## config.mk

```make
export PLATFORM = sky130hd
export DESIGN_NAME = audio_ram_arbiter
export DESIGN_NICKNAME = d
export VERILOG_FILES = /design/src/rtl/audio_ram_arbiter.sv
export SDC_FILE = /design/constraint.sdc
export NUM_CORES = 1
export LEC_CHECK = 0
export ABC_AREA = 1
export BUFFER_PORTS_ARGS = -buffer_cell sky130_fd_sc_hd__buf_2
export CELL_PAD_IN_SITES_DETAIL_PLACEMENT = 1
export CELL_PAD_IN_SITES_GLOBAL_PLACEMENT = 1
export CORE_MARGIN = 8
export CORE_UTILIZATION = 35
export CTS_CLUSTER_DIAMETER = 80
export DETAILED_ROUTE_END_ITERATION = 10
export GPL_ROUTABILITY_DRIVEN = 0
export PLACE_DENSITY_LB_ADDON = 0.1
export SYNTH_ARGS = -nofsm -noshare
export SYNTH_HDL_FRONTEND = slang
export SYNTH_SLANG_ARGS = --single-unit
export TNS_END_PERCENT = 5
```

## constraint.sdc

```tcl
create_clock -name clk -period 4.05 [get_ports clk]
set_clock_uncertainty 0.05 [all_clocks]
set_input_delay 0.405 -clock clk [delete_from_list [all_inputs] [get_ports clk]]
set_output_delay 0.405 -clock clk [all_outputs]
set_load 0.01 [all_outputs]
```

## src/rtl/audio_ram_arbiter.sv

```systemverilog
// Arbiter for the single-port 8Kx16 ADPCM sample RAM shared by the CD sector
// writer, the audio decoder read port and the host CPU. One access in flight.
module audio_ram_arbiter #(
  parameter int STARVE_LIMIT = 4
) (
  input  logic        clk,
  input  logic        reset_n,
  input  logic [12:0] sec_addr,
  input  logic [15:0] sec_data,
  input  logic        sec_wr,
  output logic        sec_ack,
  input  logic [12:0] dec_addr,
  input  logic        dec_rd,
  output logic [15:0] dec_data,
  output logic        dec_ack,
  output logic        dec_ack_q,
  input  logic [12:0] host_addr,
  input  logic [15:0] host_wdata,
  input  logic [1:0]  host_be,
  input  logic        host_rd,
  input  logic        host_wr,
  output logic [15:0] host_rdata,
  output logic        host_ack,
  output logic [12:0] ram_addr,
  output logic [1:0]  ram_we,
  output logic [15:0] ram_wdata,
  input  logic [15:0] ram_rdata
);

  typedef enum logic [1:0] {ST_IDLE = 2'd0, ST_ACCESS = 2'd1, ST_ACK = 2'd2} state_t;
  typedef enum logic [1:0] {REQ_SEC = 2'd0, REQ_DEC = 2'd1, REQ_HOST = 2'd2} req_t;

  localparam logic [2:0] STARVE_MAX = 3'(STARVE_LIMIT);

  state_t      state_r, state_s;
  req_t        id_r, win_s;
  logic        grant_s, host_req_s, wr_r, wr_s;
  logic [2:0]  starve_r, starve_s;
  logic [12:0] sel_addr_s;
  logic [15:0] sel_wdata_s;
  logic [1:0]  sel_we_s;
  logic [12:0] ram_addr_r;
  logic [15:0] ram_wdata_r;
  logic [1:0]  ram_we_r;
  logic        sec_ack_r, dec_ack_r, dec_ack_q_r, host_ack_r;
  logic [15:0] dec_data_r, host_rdata_r;

  // Winner selection; only IDLE arbitrates, a starved host overrides priority.
  always_comb begin
    host_req_s = host_rd | host_wr;
    grant_s    = 1'b0;
    win_s      = REQ_SEC;
    if (state_r != ST_IDLE) begin
      grant_s = 1'b0;
    end else if (host_req_s && (starve_r == STARVE_MAX)) begin
      grant_s = 1'b1;
      win_s   = REQ_HOST;
    end else if (sec_wr) begin
      grant_s = 1'b1;
      win_s   = REQ_SEC;
    end else if (dec_rd) begin
      grant_s = 1'b1;
      win_s   = REQ_DEC;
    end else if (host_req_s) begin
      grant_s = 1'b1;
      win_s   = REQ_HOST;
    end else begin
      grant_s = 1'b0;
    end
  end

  // Starvation counter: counts host losses in IDLE, saturating at the limit.
  always_comb begin
    starve_s = starve_r;
    if (state_r != ST_IDLE) begin
      starve_s = starve_r;
    end else if (!host_req_s || (win_s == REQ_HOST)) begin
      starve_s = 3'd0;
    end else if (starve_r < STARVE_MAX) begin
      starve_s = starve_r + 3'd1;
    end else begin
      starve_s = starve_r;
    end
  end

  // Payload of the winning requester; read+write from the host counts as a write.
  always_comb begin
    sel_addr_s  = sec_addr;
    sel_wdata_s = sec_data;
    sel_we_s    = 2'b11;
    wr_s        = 1'b1;
    case (win_s)
      REQ_SEC: begin
        sel_addr_s  = sec_addr;
        sel_wdata_s = sec_data;
        sel_we_s    = 2'b11;
        wr_s        = 1'b1;
      end
      REQ_DEC: begin
        sel_addr_s  = dec_addr;
        sel_wdata_s = 16'h0000;
        sel_we_s    = 2'b00;
        wr_s        = 1'b0;
      end
      REQ_HOST: begin
        sel_addr_s  = host_addr;
        sel_wdata_s = host_wdata;
        sel_we_s    = host_wr ? host_be : 2'b00;
        wr_s        = host_wr;
      end
      default: begin
        sel_addr_s  = sec_addr;
        sel_wdata_s = sec_data;
        sel_we_s    = 2'b00;
        wr_s        = 1'b0;
      end
    endcase
  end

  // Next-state logic.
  always_comb begin
    state_s = state_r;
    case (state_r)
      ST_IDLE: begin
        if (grant_s) begin
          state_s = ST_ACCESS;
        end else begin
          state_s = ST_IDLE;
        end
      end
      ST_ACCESS: state_s = ST_ACK;
      ST_ACK:    state_s = ST_IDLE;
      default:   state_s = ST_IDLE;
    endcase
  end

  // State and starvation registers.
  always_ff @(posedge clk or negedge reset_n) begin
    if (!reset_n) begin
      state_r  <= ST_IDLE;
      starve_r <= 3'd0;
    end else begin
      state_r  <= state_s;
      starve_r <= starve_s;
    end
  end

  // Grant latch and RAM port; write enable lives only in the ACCESS cycle.
  always_ff @(posedge clk or negedge reset_n) begin
    if (!reset_n) begin
      id_r        <= REQ_SEC;
      wr_r        <= 1'b0;
      ram_addr_r  <= 13'h0000;
      ram_wdata_r <= 16'h0000;
      ram_we_r    <= 2'b00;
    end else begin
      ram_we_r <= grant_s ? sel_we_s : 2'b00;
      if (grant_s) begin
        id_r        <= win_s;
        wr_r        <= wr_s;
        ram_addr_r  <= sel_addr_s;
        ram_wdata_r <= sel_wdata_s;
      end
    end
  end

  // Ack pulses cover the ACK cycle; read data is held after its ack.
  always_ff @(posedge clk or negedge reset_n) begin
    if (!reset_n) begin
      sec_ack_r    <= 1'b0;
      dec_ack_r    <= 1'b0;
      dec_ack_q_r  <= 1'b0;
      host_ack_r   <= 1'b0;
      dec_data_r   <= 16'h0000;
      host_rdata_r <= 16'h0000;
    end else begin
      sec_ack_r   <= (state_r == ST_ACCESS) && (id_r == REQ_SEC);
      dec_ack_r   <= (state_r == ST_ACCESS) && (id_r == REQ_DEC);
      host_ack_r  <= (state_r == ST_ACCESS) && (id_r == REQ_HOST);
      dec_ack_q_r <= dec_ack_r;
      if (dec_ack_r) begin
        dec_data_r <= ram_rdata;
      end
      if (host_ack_r && !wr_r) begin
        host_rdata_r <= ram_rdata;
      end
    end
  end

  // RAM data arrives during the ACK cycle, so it is forwarded while acked.
  assign dec_data   = dec_ack_r ? ram_rdata : dec_data_r;
  assign host_rdata = (host_ack_r && !wr_r) ? ram_rdata : host_rdata_r;
  assign sec_ack    = sec_ack_r;
  assign dec_ack    = dec_ack_r;
  assign dec_ack_q  = dec_ack_q_r;
  assign host_ack   = host_ack_r;
  assign ram_addr   = ram_addr_r;
  assign ram_we     = ram_we_r;
  assign ram_wdata  = ram_wdata_r;

endmodule
```

==> key figures, run 1 <==
STA
  • Fin. max-slew vios: 0
  • Final number of hold-violating endpoints: 0
  • Final setup violation count: 0
  • Fin crit period: 2790 ps
  • Period Utilization, post-route: 0.688
  • Final WS setup: 1260 ps
  • Hold WS: 136 ps
  • Max-Slew Margin vs Limit: 0.325
  • FMAX: 359 MHz
  • RSZ-0062 raised after global routing: no
  • Slew @ Worst Pin: 1010 ps
  • Setup_tns: 0 ps

Critical path
  • Setup crit start kind: flip-flop
  • Critical path arrival: 3020 ps
  • CP Class: reg2reg
  • Critical Path Fanout Max: 31
  • Worst EP required: 4280 ps
  • CP Capture Type: flip-flop

Status
  • Status: finished clean

Placed design
  • Hpwl dp: 7.80 mm
  • Setup WS pre-CTS: 1270 ps
  • IO Port Bufs: 161

Yosys
  • Synth area leader: dfrtp_1
  • Yosys reg bits: 75
  • Syn nets: 499
  • Sequential area share after synthesis: 0.562
  • Share of the synthesized area in the top cell type: 0.562
  • Syn_area_per_cell: 8.37 um2
  • Synth area leaders: dfrtp_1 56%, nand2_1 17%, o21ai_0 3.9%, a21boi_0 3.6%, inv_1 3.6%
  • Post-synthesis cell count: 399
  • Count of cell types in the netlist: 22
  • Ys Warns: 0
  • Post-Syn Area: 0.00334 mm2

Clocking
  • CTS tree: built
  • Total clock sinks: 75
  • Hold buffers post-CTS: 0
  • Cts repair resizes: 0
  • CTS Buf Count: 9
  • H-tree Lvls: 3
  • Clock transition at the registers of the reported paths: 90 ps
  • Clk buf depth: 2
  • Setup Buffers After CTS: 0
  • Root Buffer: clkbuf_8
  • Clock insertion delay at the later pin of the skew report: 340 ps

Run
  • Max cap viols: 0

Drt
  • Vias per cell: 4.58
  • DRT iter0 DRCs: 108
  • Via count: 3,157
  • First-pass DRT Iterations: 4
  • Routed Antenna Nets: 0
  • Routed WL per cell: 15.0 um
  • Remaining DRCs: 0
  • Drt total wl: 10.3 mm

Pwr
  • Worst vdd ir: 0.212 mV
  • PD cells: 737 mW/mm2
  • Leak Pwr: 2.49 nW

Layout
  • Commonest non-fill, non-tap cells in the layout: 160 x buf_2, 149 x nand2_1, 75 x dfrtp_1, 32 x inv_1, 26 x o21ai_0
  • Nets@finish: 655
  • ANT cells: 0
  • Most common cell after layout, fill and taps aside: buf_2
  • Synth-to-layout area growth: 33.1%
  • Share of layout cells above drive strength 1: 0.332

Global route
  • Largest net degree at the start of global routing: 76
  • Total track usage: 0.165
  • Global-route wire length before repair: 17.1 mm
  • Remaining Overflow, GRT: 0
  • Initial antenna violation count: 0
  • Vias in the first global route: 3,512

Floorplan
  • Die W: 114 um
  • Die height: 114 um
  • Placement row count: 35
  • DIE AREA: 0.0129 mm2
  • # IOs: 162
  • Core ar.: 0.00924 mm2
  • Initial core utilization: 0.362

Min path
  • Hold crit path type: in2async
## power breakdown
part / switching (mW) / internal (mW)
Combinational: 0.885 / 0.527
Sequential: 0.163 / 1.09
Clock: 0.300 / 0.308
## cell type report
| class | count | area (um2) |
|---|---|---|
| Clock buffer | 10 | 138 |
| Inverter | 33 | 124 |
| Multi-Input combinational cell | 272 | 1240 |
| Clock inverter | 6 | 72.6 |
| Sequential cell | 75 | 1880 |
| Tap cell | 129 | 161 |
| Timing Repair Buffer | 164 | 831 |
| Fill cell | 1196 | 4790 |
## worst max-delay path: stages, from the launching register on
cell      delay (ps)
dfrtp_1          410
inv_1             90
ha_1             140
nand2_1           50
inv_1             70
nor2_1            40
nand3b_1         220
ha_1             320
buf_4            240
nor2_1           670
nand2_1          150
nand3_1          140
nand2_1           60
nand2_1           70
## flip-flops by register name, indices dropped and copies added (netlist names), 2 cells and up
register and flops:
dec_data_r 16, starve_r 3, ram_addr 13, ram_wdata 16
host_rdata_r 16, id_r 2, ram_we 2, state_r 2
## cells by family (layout without fill, tap and decap cells)
kind of cell,Yosys count,after routing,synth area share
adders and majority gates,5,5,0.0187
buffers and inverters,52,213,0.0663
AOI/OAI and AO/OA,65,65,0.109
and+or+nand+nor,201,201,0.240
muxes,1,1,0.00337
DFF,75,75,0.562
## layer usage
metal	track usage	routed length, um	up-vias
met2	0.284	5080	99
li1	-	-	1562
met3	0.0539	813	11
met4	0.0595	119	0
met5	0	0	-
met1	0.188	4300	1485
## cells in the mapped netlist (all sizes together)
library cell and n:
nor2 28, nand4 2, ha 5, a21boi 16
mux2 1, nor3 2, clkbuf 7, nand3b 1
buf 12, inv 33, o21ai 33, dfrtp 75
a21oi 16, nand3 18, nand2 150
## metrics by stage
step / instances / power (mW) / cell area (um2) / utilization
after floorplan: 399 / 2.10 / 3340 / -
after global placement: 673 / 2.66 / 4240 / 0.458
after CTS: 689 / 3.34 / 4450 / 0.481
after detailed placement: 673 / 2.73 / 4240 / 0.458
after global routing: 689 / 3.57 / 4450 / 0.481
final: 689 / 3.27 / 4450 / 0.481
## worst paths after layout
check                                  start         endpoint  slack (ps)  cells past startpoint
worst max register to register   starve_r[0]      ram_addr[5]        1260                     13
worst min register to register       id_r[0]          sec_ack         380                      1
min in group clk                ram_rdata[5]    dec_data_r[5]         270                      3
worst min-delay path                 reset_n  host_rdata_r[2]         140                      1
max in group asynchronous            reset_n    ram_wdata[14]        3160                      1
worst max-delay path             starve_r[0]      ram_addr[5]        1260                     13
No activity file was read; power rests on OpenSTA's default activity.
==> run 2, diff against run 1 <==
--- a/config.mk
+++ b/config.mk
@@ -10,7 +10,7 @@
 export CELL_PAD_IN_SITES_DETAIL_PLACEMENT = 1
 export CELL_PAD_IN_SITES_GLOBAL_PLACEMENT = 1
 export CORE_MARGIN = 8
-export CORE_UTILIZATION = 35
+export CORE_UTILIZATION = 29
 export CTS_CLUSTER_DIAMETER = 80
 export DETAILED_ROUTE_END_ITERATION = 10
 export GPL_ROUTABILITY_DRIVEN = 0
==> constraint.sdc (replaced) <==
create_clock -name clk -period 2.3 [get_ports clk]
set_clock_uncertainty 0.05 [all_clocks]
set_input_delay 0.23 -clock clk [delete_from_list [all_inputs] [get_ports clk]]
set_output_delay 0.23 -clock clk [all_outputs]
set_load 0.01 [all_outputs]
==> run 2 against run 1 <==
  * Via count up 2.8%
  * Utilization down 6.0 points
  * Register-to-register slack worse by 1100 ps
  * Combinational power up 91%
  * Hold slack worse by 18 ps
  * Global-route usage down 2.2 points
  * Final cell count up 4.2%
  * Power up 89%
  * Flip-flop and latch count unchanged
  * Largest cell class unchanged
  * Largest power group unchanged
==> key figures, run 2 (synthesis gave the netlist of run 1 again) <==
Drt
  • Routed WL per cell: 15.3 um
  • Vias per cell: 4.52
  • DRT iter0 DRCs: 151
  • Remaining DRCs: 0
  • Via count: 3,246
  • Routed Antenna Nets: 0
  • Drt total wl: 11.0 mm
  • First-pass DRT Iterations: 4

Global route
  • Initial antenna violation count: 0
  • Total track usage: 0.143
  • Global-route wire length before repair: 17.4 mm
  • Vias in the first global route: 3,540
  • Remaining Overflow, GRT: 0
  • Largest net degree at the start of global routing: 38

STA
  • Fin. max-slew vios: 0
  • Fin crit period: 2190 ps
  • FMAX: 457 MHz
  • Final number of hold-violating endpoints: 0
  • Setup_tns: 0 ps
  • Max-Slew Margin vs Limit: 0.670
  • Final setup violation count: 0
  • Period Utilization, post-route: 0.951
  • Slew @ Worst Pin: 494 ps

Layout
  • Share of layout cells above drive strength 1: 0.363
  • Synth-to-layout area growth: 42.7%
  • Commonest non-fill, non-tap cells in the layout: 160 x buf_2, 147 x nand2_1, 75 x dfrtp_1, 28 x inv_1, 26 x o21ai_0
  • Nets@finish: 670
  • ANT cells: 0
  • Most common cell after layout, fill and taps aside: buf_2

Min path
  • Hold crit path type: in2reg

Pwr
  • Leak Pwr: 2.61 nW
  • PD cells: 1300 mW/mm2
  • Worst vdd ir: 0.447 mV
  • Comb power frac: 0.435
  • Clock power share: 0.213
  • P_sw: 2.43 mW
  • Power, Total: 6.20 mW
  • Flop pwr share: 0.352
  • Sw frac: 0.393
  • Internal power: 3.76 mW

Run
  • Max cap viols: 0

Status
  • Status: finished clean

Clocking
  • Clock insertion delay at the later pin of the skew report: 330 ps
  • Total clock sinks: 75
  • CTS tree: built
  • Clk buf depth: 2
  • Clock transition at the registers of the reported paths: 60 ps
  • H-tree Lvls: 3
  • Root Buffer: clkbuf_16
  • CTS Buf Count: 9

Floorplan
  • DIE AREA: 0.0152 mm2
  • # IOs: 162
  • Core ar.: 0.0113 mm2
  • Placement row count: 39
  • Die W: 123 um
  • Die height: 123 um
  • Initial core utilization: 0.295

Critical path
  • CP Capture Type: flip-flop
  • Critical path arrival: 2340 ps
  • CP Class: reg2reg
  • Worst EP required: 2450 ps
  • Critical Path Fanout Max: 14
  • Setup crit start kind: flip-flop

Placed design
  • Hpwl dp: 8.07 mm
  • IO Port Bufs: 161
## run 2: cell count changes in the layout (fill, tap and decap cells not counted), moves of 3 or more
cell / before / now
buf_4: 4 / 11
clkbuf_16: 0 / 11
clkbuf_8: 10 / 2
ha_1: 5 / 2
ha_4: 0 / 3
inv_1: 32 / 28
inv_2: 1 / 5
## run 2: worst max-delay path: stages, from the launching register on
cell	delay [ps]
dfrtp_1	410
inv_2	90
ha_4	120
nand2_2	50
inv_2	50
nor2_1	30
nand3b_1	230
buf_6	170
ha_4	310
nor2_4	70
clkbuf_16	170
a21boi_0	210
o21ai_1	90
## run 2: power groups by stage
| stage | sequential (mW) | combinational (mW) | clock (mW) |
|---|---|---|---|
| after CTS | 2.19 | 2.64 | 1.36 |
| after global placement | 2.18 | 2.57 | 0 |
| after global routing | 2.26 | 3.10 | 1.43 |
| after detailed placement | 2.20 | 2.63 | 0 |
| final | 2.18 | 2.70 | 1.32 |
| after floorplan | 2.29 | 1.40 | 0 |
## run 2: per-stage QoR
step / cells / cell area (um2) / hold slack (ps) / worst slack [ps] / util
2_1_floorplan: 399 / 3340 / -116 / 312 / -
3_3_place_gp: 693 / 4310 / 187 / 190 / 0.381
3_5_place_dp: 693 / 4310 / 184 / 94.7 / 0.381
4_1_cts: 710 / 4600 / 105 / 61.2 / 0.406
5_1_grt: 718 / 4770 / 114 / -14.1 / 0.421
6_report: 718 / 4770 / 118 / 113 / 0.421
## run 2: routing by layer
metal / vias to the layer above / wire length (um) / GRT usage
met5: - / 0 / 0
met4: 0 / 66 / 0.0497
met3: 6 / 941 / 0.0470
met2: 103 / 5320 / 0.235
met1: 1538 / 4690 / 0.173
li1: 1599 / - / -
## run 2: path summary, 6_finish.rpt
check	from	cells after the start	end	slack (ps)
setup / recovery	starve_r[0]	12	ram_wdata[13]	110
hold / removal	ram_rdata[13]	3	dec_data_r[13]	120
setup reg to reg	starve_r[0]	12	ram_wdata[13]	110
hold reg to reg	id_r[0]	1	sec_ack	400
max in group asynchronous	reset_n	3	dec_data_r[10]	1180
min in group asynchronous	reset_n	2	host_rdata_r[6]	360
## run 2: final cells by class
cell class	count	area [um2]
multi-input cells	272	1300
flip-flops and latches	75	1880
inverters	33	124
well taps	143	179
clock buffers	12	256
clock inverters	4	25.0
fillers	1413	6550
repair buffers	179	1010
## run 2: timing repair
action | in CTS | in global routing
hold buffers | 1 | 0
endpoints found under the setup margin | 0 | 30
setup buffers | 0 | 5
endpoints found under the hold margin | 35 | 0
resized for setup | 0 | 19
==> run 3, diff against run 2 <==
--- a/config.mk
+++ b/config.mk
@@ -15,6 +15,7 @@
 export DETAILED_ROUTE_END_ITERATION = 10
 export GPL_ROUTABILITY_DRIVEN = 0
 export PLACE_DENSITY_LB_ADDON = 0.1
+export REMOVE_ABC_BUFFERS = 1
 export SYNTH_ARGS = -nofsm -noshare
 export SYNTH_HDL_FRONTEND = slang
 export SYNTH_SLANG_ARGS = --single-unit
==> run 3 against run 2 <==
  * Utilization up 0.21 points
  * Final cell count up 0.28%
  * Setup slack worse by 19 ps
  * Global-route usage up 0.16 points
  * Critical path depth up 3
  * Sequential share of layout area down 0.20 points
  * Routed wire length up 1.7%
  * Power up 2.5%
  * Critical endpoint is now ram_addr[11]
  * Largest power group unchanged
  * Highest routed layer unchanged
==> key figures, run 3 (synthesis gave the netlist of run 1 again) <==
Pwr
  • Worst vdd ir: 0.403 mV
  • Leak Pwr: 2.64 nW
  • PD cells: 1330 mW/mm2
  • Clock power share: 0.237
  • P_sw: 2.45 mW
  • Flop pwr share: 0.341
  • Sw frac: 0.386
  • Internal power: 3.90 mW
  • Comb power frac: 0.422

Layout
  • Synth-to-layout area growth: 43.4%
  • Fillcell total: 1,403
  • Nets@finish: 672
  • Finished Core Util: 0.423
  • Commonest non-fill, non-tap cells in the layout: 160 x buf_2, 148 x nand2_1, 75 x dfrtp_1, 29 x inv_1
  • Share of layout cells above drive strength 1: 0.361
  • Most common cell after layout, fill and taps aside: buf_2
  • Fin cells: 720

Min path
  • Hold_sp: ram_rdata[15]
  • Hold Path Sink: dec_data_r[15]
  • Hold crit path type: in2reg
  • Hold Crit Depth: 2

STA
  • Slew @ Worst Pin: 561 ps
  • FMAX: 453 MHz
  • RSZ-0062 raised after global routing: yes
  • Final setup violation count: 0
  • Max-Slew Margin vs Limit: 0.626
  • Final number of hold-violating endpoints: 0
  • Fin crit period: 2210 ps
  • Fin. max-slew vios: 0
  • Period Utilization, post-route: 0.959
  • Final WS setup: 93.9 ps

Critical path
  • Crit path max-delay family: simple AND/OR/NAND/NOR gates
  • Setup crit start kind: flip-flop
  • Reg2Reg Depth: 15
  • CP Capture Type: flip-flop
  • Critical path's slowest cell: dfrtp_1
  • CP startpoint: starve_r[1]
  • Worst R2R Start: starve_r[1]
  • FF-to-FF setup slack: 90 ps
  • Critical path cell sequence: inv_1 -> ha_1 -> nand2_1 -> inv_2 -> nor2_1 -> nand3b_1 -> inv_2 -> ha_4 -> inv_2 -> nor2_4 -> clkbuf_16 -> nand2_1 -> nand3_1 -> nand2_1 -> nand2_1
  • CP bufs+invs: 5
  • Worst EP required: 2510 ps
  • RR Endpoint: ram_addr[11]
  • Critical Path Fanout Max: 7
  • CP Class: reg2reg
  • Critical path arrival: 2410 ps
  • Cell mode on critical path: nand2_1
  • Largest stage delay, worst path: 390 ps

Global route
  • Met3 Usage GRT: 0.0475
  • Total track usage: 0.145
  • M1 GR Usage: 0.180
  • Largest net degree at the start of global routing: 43
  • Remaining Overflow, GRT: 0
  • Initial antenna violation count: 0
  • Global-route wire length before repair: 17.5 mm
  • Met2 Use GR: 0.236
  • Vias in the first global route: 3,526
  • Busiest grt layer: met2

Drt
  • Routed WL per cell: 15.6 um
  • First-pass DRT Iterations: 4
  • Routed Antenna Nets: 0
  • Vias per cell: 4.41
  • Remaining DRCs: 0
  • DRT iter0 DRCs: 146
  • Drt total wl: 11.2 mm
  • Via count: 3,175

Clocking
  • Total clock sinks: 75
  • Clock transition at the registers of the reported paths: 60 ps
  • CTS Buf Count: 9
  • Root Buffer: clkbuf_16
  • CTS tree: built
  • Clock insertion delay at the later pin of the skew report: 320 ps
  • Clk buf depth: 2
  • H-tree Lvls: 3

Placed design
  • Hpwl dp: 8.15 mm
  • IO Port Bufs: 161
  • Setup WS pre-CTS: 73.4 ps
  • Dpl cells: 693

Run
  • Max cap viols: 0

Floorplan
  • # IOs: 162
  • Core ar.: 0.0113 mm2
  • Die W: 123 um
  • Placement row count: 39
  • Initial core utilization: 0.295
  • Die height: 123 um
  • DIE AREA: 0.0152 mm2

Status
  • Status: finished clean
## run 3: repair_timing
action / 4_1_cts / 5_1_grt
hold buffers: 1 / 0
setup endpoints to repair: 0 / 28
resized for setup: 0 / 12
buffers inserted: 0 / 7
hold endpoints to repair: 39 / 0
## run 3: routing by layer
metal  part of all wire  wire [um]  vias up
li1                   -          -     1599
met1               0.44       4880     1466
met2               0.47       5290      103
met3              0.085        947        7
met4             0.0075         84        0
met5                  0          0        -
## run 3: how the worst max path moves through the flow
stage | to | slack (ps) | depth (start not counted)
2_1_floorplan | ram_wdata[10] | -280 | 10
3_3_place_gp | ram_wdata[9] | 160 | 13
3_5_place_dp | ram_addr[1] | 70 | 15
4_1_cts | ram_addr[1] | 50 | 15
5_1_grt | ram_addr[7] | -70 | 15
6_report | ram_addr[11] | 90 | 15
## run 3: stage by stage
step / power (mW) / hold slack, ps / area [um2] / TNS, ps
floorplan: 3.61 / -116 / 3240 / -7440
global placement: 4.76 / 209 / 4310 / 0
detailed placement: 4.84 / 209 / 4310 / 0
CTS: 6.40 / 112 / 4640 / 0
global route: 6.93 / 117 / 4790 / -1020
finish: 6.35 / 123 / 4790 / 0
## run 3: power groups by stage
stage,clock [mW],sequential [mW],combinational [mW]
5_1_grt,1.62,2.25,3.07
3_5_place_dp,0,2.19,2.66
6_report,1.50,2.17,2.68
3_3_place_gp,0,2.17,2.59
2_1_floorplan,0,2.32,1.30
4_1_cts,1.56,2.18,2.66
## run 3: layout make-up
class                      count  area [um2]  share of cell area
clock inverter                 6        90.1              0.0188
sequential                    75        1880               0.392
antenna                        1        2.50            0.000522
clock buffer                   9         225              0.0470
timing repair buffer         181        1020               0.212
tap                          143         179              0.0373
multi-input combinational    272        1280               0.267
inverter                      33         124              0.0259
## run 3: worst reg2reg max path, stage by stage, from the launching register on
cell       delay [ps]
dfrtp_1           390
inv_1              70
ha_1              130
nand2_1            60
inv_2              60
nor2_1             30
nand3b_1          280
inv_2             120
ha_4              150
inv_2              40
nor2_4            270
clkbuf_16         230
nand2_1            50
nand3_1            70
nand2_1            50
nand2_1            70
